[src/rtl/rvv_backend_rob_byp_buffer.sv]
// In-order result buffer feeding the dispatch bypass path: allocates per uop,
// captures writeback data, exposes age-ordered bypass records and retires in order.
module rvv_backend_rob_byp_buffer #(
  parameter int DEPTH = 8,
  parameter int VLENB = 16,
  parameter int VLEN  = 8*VLENB,
  parameter int TAGW  = $clog2(DEPTH)
) (
  input  logic                      clk,
  input  logic                      rst,
  input  logic                      flush,
  input  logic                      alloc_valid,
  output logic                      alloc_ready,
  input  logic [4:0]                alloc_vd,
  input  logic [2*VLENB-1:0]        alloc_byte_type,
  input  logic                      alloc_inactive_one,
  input  logic                      alloc_tail_one,
  output logic [TAGW-1:0]           alloc_tag,
  input  logic                      wb_valid,
  input  logic [TAGW-1:0]           wb_tag,
  input  logic [VLEN-1:0]           wb_data,
  output logic                      wb_err,
  output logic                      retire_valid,
  input  logic                      retire_ready,
  output logic [4:0]                retire_vd,
  output logic [VLEN-1:0]           retire_data,
  output logic [2*VLENB-1:0]        retire_byte_type,
  output logic [DEPTH-1:0]          byp_valid,
  output logic [5*DEPTH-1:0]        byp_vd,
  output logic [VLEN*DEPTH-1:0]     byp_w_data,
  output logic [2*VLENB*DEPTH-1:0]  byp_byte_type,
  output logic [DEPTH-1:0]          byp_inactive_one,
  output logic [DEPTH-1:0]          byp_tail_one
);

  localparam logic [TAGW:0] FULL_CNT = (TAGW+1)'(DEPTH);

  logic [TAGW-1:0]    wr_ptr;
  logic [TAGW-1:0]    rd_ptr;
  logic [TAGW:0]      count;
  logic [DEPTH-1:0]   valid_q;
  logic [DEPTH-1:0]   done_q;
  logic [DEPTH-1:0]   ione_q;
  logic [DEPTH-1:0]   tone_q;
  logic [4:0]         vd_q   [DEPTH];
  logic [2*VLENB-1:0] bt_q   [DEPTH];
  logic [VLEN-1:0]    data_q [DEPTH];

  logic alloc_fire;
  logic retire_fire;
  logic wb_ok;

  // A retire that frees a slot does not make the same-cycle alloc legal.
  assign alloc_ready  = (count != FULL_CNT) && !flush;
  assign alloc_fire   = alloc_valid & alloc_ready;
  assign retire_valid = (count != '0) & valid_q[rd_ptr] & done_q[rd_ptr];
  assign retire_fire  = retire_valid & retire_ready & ~flush;
  assign wb_ok        = valid_q[wb_tag] & ~done_q[wb_tag];
  assign alloc_tag    = wr_ptr;

  assign retire_vd        = vd_q[rd_ptr];
  assign retire_data      = data_q[rd_ptr];
  assign retire_byte_type = bt_q[rd_ptr];

  always_ff @(posedge clk) begin
    if (rst || flush) begin
      wr_ptr  <= '0;
      rd_ptr  <= '0;
      count   <= '0;
      valid_q <= '0;
      done_q  <= '0;
      ione_q  <= '0;
      tone_q  <= '0;
      for (int i = 0; i < DEPTH; i++) begin
        vd_q[i]   <= '0;
        bt_q[i]   <= '0;
        data_q[i] <= '0;
      end
    end else begin
      if (wb_valid && wb_ok) begin
        data_q[wb_tag] <= wb_data;
        done_q[wb_tag] <= 1'b1;
      end
      if (retire_fire) begin
        valid_q[rd_ptr] <= 1'b0;
        rd_ptr          <= rd_ptr + TAGW'(1);
      end
      if (alloc_fire) begin
        valid_q[wr_ptr] <= 1'b1;
        done_q[wr_ptr]  <= 1'b0;
        vd_q[wr_ptr]    <= alloc_vd;
        bt_q[wr_ptr]    <= alloc_byte_type;
        ione_q[wr_ptr]  <= alloc_inactive_one;
        tone_q[wr_ptr]  <= alloc_tail_one;
        data_q[wr_ptr]  <= '0;
        wr_ptr          <= wr_ptr + TAGW'(1);
      end
      case ({alloc_fire, retire_fire})
        2'b10:   count <= count + (TAGW+1)'(1);
        2'b01:   count <= count - (TAGW+1)'(1);
        default: count <= count;
      endcase
    end
  end

  // Sticky error survives flush; only reset clears it.
  always_ff @(posedge clk) begin
    if (rst) begin
      wb_err <= 1'b0;
    end else if (!flush && wb_valid && !wb_ok) begin
      wb_err <= 1'b1;
    end
  end

  for (genvar k = 0; k < DEPTH; k++) begin : g_byp
    logic [TAGW-1:0] slot;
    assign slot                                  = rd_ptr + TAGW'(k);
    assign byp_valid[k]                          = valid_q[slot] & done_q[slot];
    assign byp_vd[5*k +: 5]                      = vd_q[slot];
    assign byp_w_data[VLEN*k +: VLEN]            = data_q[slot];
    assign byp_byte_type[2*VLENB*k +: 2*VLENB]   = bt_q[slot];
    assign byp_inactive_one[k]                   = ione_q[slot];
    assign byp_tail_one[k]                       = tone_q[slot];
  end

endmodule
[config.mk]
export PLATFORM = sky130hd
export DESIGN_NAME = rvv_backend_rob_byp_buffer
export DESIGN_NICKNAME = d
export VERILOG_FILES = /design/src/rtl/rvv_backend_rob_byp_buffer.sv
export SDC_FILE = /design/constraint.sdc
export NUM_CORES = 2
export LEC_CHECK = 0
export CORE_AREA = 2 2 660 662
export DETAILED_ROUTE_END_ITERATION = 7
export DIE_AREA = 0 0 662 664
export PLACE_DENSITY = 0.4
export SLEW_MARGIN = 40
export SYNTH_ARGS = -nofsm -noshare
export SYNTH_HDL_FRONTEND = slang
export SYNTH_SLANG_ARGS = --single-unit
[constraint.sdc]
create_clock -name clk -period 5.3 [get_ports clk]
set_input_delay 0.53 -clock clk [delete_from_list [all_inputs] [get_ports clk]]
set_output_delay 0.53 -clock clk [all_outputs]
set_load 0.1 [all_outputs]
## Word-level counts from Yosys, hierarchy flattened

Memory sizes are Yosys's and may differ from the RTL's. A register that Yosys moved wholly into a read port is not among the register bits.
Index checks and enable logic that the tools add are counted.

- Bits in registers: 43
- RAM bits: 1320
- Input bits: 176
- Output and inout port bits: 1515
- Word-level logic and storage cells: 184
- Memories kept: 3

Memory list:

| memory | words | bits a word | read ports | clocked after memory_dff | write ports | RTL line | source |
|---|---|---|---|---|---|---|---|
| data_q | 8 | 128 | 8 | 1 | 8 | 47 | `logic [VLEN-1:0] data_q [DEPTH];` |
| bt_q | 8 | 32 | 8 | 1 | 8 | 46 | `logic [2*VLENB-1:0] bt_q [DEPTH];` |
| vd_q | 8 | 5 | 8 | 1 | 8 | 45 | `logic [4:0] vd_q [DEPTH];` |

- Add/sub/neg operators: 10
- Magnitude comparators: 13
- Equality and inequality tests: 3
- Mux-type cells: 109
- Bitwise logic cells: 22
- Reduce and logical (&&, ||, !) cells: 16

Operator list:

| operator | count |
|---|---|
| $mux W128 | 2 |
| $reduce_or A128 Y1 | 2 |
| $bmux W1 S3 | 34 |
| $mux W1 | 49 |
| $mux W8 | 6 |
| $lt A3 B4 Y1 const B | 10 |
| $mux W32 | 1 |
| $reduce_or A32 Y1 | 1 |
| $mux W3 | 10 |
| $and A8 B8 Y8 | 2 |
| $bwmux W8 | 2 |
| $not A8 Y8 | 2 |
| $or A8 B8 Y8 | 2 |
| $and A1 B1 Y1 | 14 |
| $add A3 B3 Y3 const B | 4 |
| $demux W1 S3 | 3 |
| $ge A3 B1 Y1 const B | 3 |
| $pmux W4 S2 | 1 |
| $logic_and A1 B1 Y1 | 7 |
| $add A3 B1 Y3 const B | 2 |
| $add A3 B2 Y3 const B | 2 |
| $mux W5 | 1 |
| $reduce_or A5 Y1 | 1 |
| $add A4 B1 Y4 const B | 1 |
| 9 further kinds | 11 |

## Depth between registers and ports, before layout

- Word-level depth: 10
- Depth in mapped cells: 12
- Depth with buffers taken out: 11

## Least setup slack after synthesis

Ideal clock, no wire load.

- Path kind: register to register
- From: register wr_ptr[0] (netlist: alloc_tag[0])
- To: memory data_q[7][107] (netlist name)
- Arrival time: 5.085 ns
- Data required time: 5.183 ns
- Setup slack: 0.098 ns
- Cell stages (with the launch flop): 9
- Path through: dfxtp_1 clkbuf_1 and2_1 nand2_1 o21ai_0 a31oi_1 buf_2 buf_2 a22o_1

RTL lines:

| element | RTL line | source |
|---|---|---|
| from (decl) | 38 | `logic [TAGW-1:0] wr_ptr;` |
| from (signal assigned) | 96 | `wr_ptr <= wr_ptr + TAGW'(1);` |
| to (decl) | 47 |  |

## Worst setup path in the final report

- From: register rd_ptr[0]
- To: output port byp_w_data[700]

- Word-level cells in the longest chain between the ends: 2

RTL lines:

| element | RTL line | source |
|---|---|---|
| from (decl) | 39 | `logic [TAGW-1:0] rd_ptr;` |
| from (signal assigned) | 86 | `rd_ptr <= rd_ptr + TAGW'(1);` |
| $add A3 B3 Y3 | 117 | `assign slot = rd_ptr + TAGW'(k);` |
| $mem_v2 Z8 W128 | - |  |
| to (decl) | 30 | `output logic [VLEN*DEPTH-1:0] byp_w_data,` |

No other way between the ends.

==> summary.md <==
| Metric | Value |
|---|---|
| Synth Register Bits | `1,366` |
| Post-layout min period | `~5.1 ns` |
| DRT Pass-1 Iters | `6` |
| Hold Vio Cnt, Final | `0` |
| # port buffers | `1,690` |
| Initial Util | `23.4%` |
| RSZ-0062 raised after global routing | `false` |
| Dpl hpwl | `400,000 um` |
| Cts hold-fix bufs | `0` |
| Die Width | `662 um` |
| # IOs | `1,691` |
| Setup Buffers After CTS | `0` |
| Status | `completed` |
| CTS tree | `done` |
| R2R cell count | `7` |
| Pre-CTS WS | `1.05 ns` |
| Largest cells by area after synthesis | `mux4_2, dfxtp_1, nand2_1` |
| Class of the worst hold path | `input port to flip-flop` |
| Clock Skew | `0.0606 ns` |
| Final Max Tran Viols | `0` |
| Final Util | `between 30% and 40%` |
| Layout cells sized above 1 | `a little over two fifths` |
| Antenna Violating Nets Remaining | `0` |
| Synth cell count leaders | `nand2_1, mux4_2, dfxtp_1` |
| Syn nets | `8,997` |
| FILL cells | `43.3k` |
| Final Cycle Share | `95.4%` |
| Leakage | `around 0.05 uW` |
| Die area | `approximately 440,000 sq um` |
| FMAX | `approximately 200 MHz` |
| WP data arrival | `~4.5 ns` |
| Synth warn | `0` |
| Maximum number of pins on one net before global-route repair | `108` |
| Vias per inst | `5.58` |
| Die Height | `664 um` |
| GRT Util Overall | `24.3%` |
| Post-DR wirelength/cell | `between 30 and 40 um` |
| Worst EP required | `4.77 ns` |
| GRT overflow | `0` |
| Vias in the first global route | `between 80k and 90k` |
| Post-synthesis cell type count | `54` |
| Critical Path End Type | `primary output` |
| Drt total wl | `557,000 um` |
| Most used DFF post-synth | `dfxtp_1` |
| Slowest-stage cell, CP | `dfxtp_4` |
| # setup viols final | `0` |
| Share of the synthesized area in the top cell type | `37.2%` |
| Final setup TNS | `0 ns` |
| Total Nets Final | `9,994` |
| Syn-to-layout area delta | `30.9%` |
| DR DRC count | `0` |
| First-pass GRT wire length | `roughly 750,000 um` |
| Startpoint types | `flip-flop` |
| Clk sinks | `1,366` |
| Top-count cell post-synth | `nand2_1` |
| Vias post-DR | `87.9k` |
| Core area | `433,000 sq um` |
| WHS | `roughly 0.36 ns` |
| Max-cap violations | `0` |
| # rows | `242` |
| Routability Congestion | `0.889` |
| Reg clk slew, reported paths | `approximately 0.06 ns` |
| Initial antenna violation count | `87` |
| Slack of the critical path | `0.245 ns` |
| Iteration-0 DRC Markers | `9,516` |
| Average size of a mapped cell | `11.5 sq um` |
| Register area share after synthesis | `29.9%` |
| Slew HR | `about 30%` |
| Slowest stage delay, CP | `0.73 ns` |
| Hold Crit Depth | `2` |
| Root buf cell | `clkbuf_16` |
| Least-Margin Pin Slew | `1.04 ns` |
| CP Depth | `8` |
| Biggest area consumer among synthesized cells | `mux4_2` |
| CP Cell Sequence | `inv_2 > ha_4 > buf_12 > buf_4 > mux4_2 > nand2_1 > nand2_1 > buf_12` |
| Crit-path leading delay family | `buffers and inverters` |
| Synth Instances | `8,811` |
| Max VDD drop | `240 uV` |
| Crit Path Max Fanout | `between 40 and 50` |
| Number of synthesized flops with an enable pin | `296` |
| Ys async rst share | `0%` |
| CTS Buf Count | `approximately 180` |
| Buf+Inv Stages, Crit Path | `4` |
| Clock Tree Buf Depth | `4` |
| Synth Cell Area | `just over 100,000 sq um` |
| Worst-Skew Late Latency | `around 0.91 ns` |
| CTS resizes | `0` |
| CP Class | `flip-flop to primary output` |
| Pwr dens | `between 150 and 200 nW/um^2` |
| H-tree depth | `4` |
==> worst paths after layout <==
kind / start / end / slack, ns
worst min register to register: done_q[4]$_SDFF_PP0_ / done_q[4]$_SDFF_PP0_ / 0.50
worst max-delay path: rd_ptr[0]$_SDFFE_PP0N_ / byp_w_data[700] / 0.24
worst max register to register: count[1]$_SDFFE_PP0P_ / data_q[4][14]$_SDFFE_PP0P_ / 1.62
worst min-delay path: rst / wb_err$_SDFFE_PP0P_ / 0.36
==> sequential cells by signal (all words and copies together) (netlist names), named ones only <==
register and cells:
tone_q 8, bt_q 256, vd_q 40, rd_ptr 3, valid_q 8, alloc_tag 3
wb_err 1, count 4, ione_q 8, data_q 1024, done_q 8
==> per-stage QoR <==
stage | std cells | instance area [sq um] | power (uW)
floorplan | 8811 | 101000 | 12600
detailed placement | 15400 | 126000 | 13500
finish | 15700 | 133000 | 26400
global route | 15700 | 132000 | 27100
CTS | 15700 | 132000 | 26700
global placement | 15300 | 127000 | 13500
==> kinds of logic (layout without fill, tap and decap cells) <==
group,count (synthesis),count (layout),synth area share (%)
and+or+nand+nor,2951,2951,11.9
xor gates and xnor gates,10,10,0.0865
buffers and inverters,1188,2331,5.65
muxes,2202,2202,43.0
other,0,53,0
AOI/OAI and AO/OA,1084,1084,9.27
adders and majority gates,10,10,0.124
DFF,1366,1366,29.9
==> worst reg2reg max path, delay by kind of cell, from the launching register on <==
kind / cells / cell delay, ns
buffers and inverters: 2 / 0.54
AOI/OAI and AO/OA: 2 / 1.37
DFF: 1 / 0.38
and+or+nand+nor: 3 / 1.32
==> routing by layer <==
layer / up-vias / share of wire [%] / track usage [%]
met3: 821 / 8.3 / 5.50
met2: 4881 / 48 / 39.9
li1: 35700 / - / -
met4: 48 / 5.6 / 11.9
met1: 46400 / 38 / 29.9
met5: - / 0.056 / 0
==> final cells by class <==
cell class	instances	area [sq um]	area share (%)
tap	5734	7170	5.41
sequential	1366	30300	22.9
clock inverter	71	956	0.721
clock buffer	260	5210	3.93
antenna	53	133	0.100
timing repair buffer	1990	23100	17.4
multi-input combinational	6257	65600	49.5
inverter	10	45.0	0.0340
==> report_power, final <==
group | internal, uW | switching [uW]
Combinational | 550 | 1860
Clock | 7700 | 5420
Sequential | 10700 | 132
==> cells in the final DEF (no fill, tap or decap), drive strengths merged, types with 17 or more instances in the layout <==
cell and instances:
and2 307, nor2 37, a21oi 18, buf 1815
mux2 506, clkbuf 260, a22o 1024, clkinv 44
edfxtp 296, mux4 1672, mux2i 24, diode 53
dfxtp 1070, clkdlybuf4s50 175, nand2 2545, bufinv 17
Power figures use the tool's default switching activity.
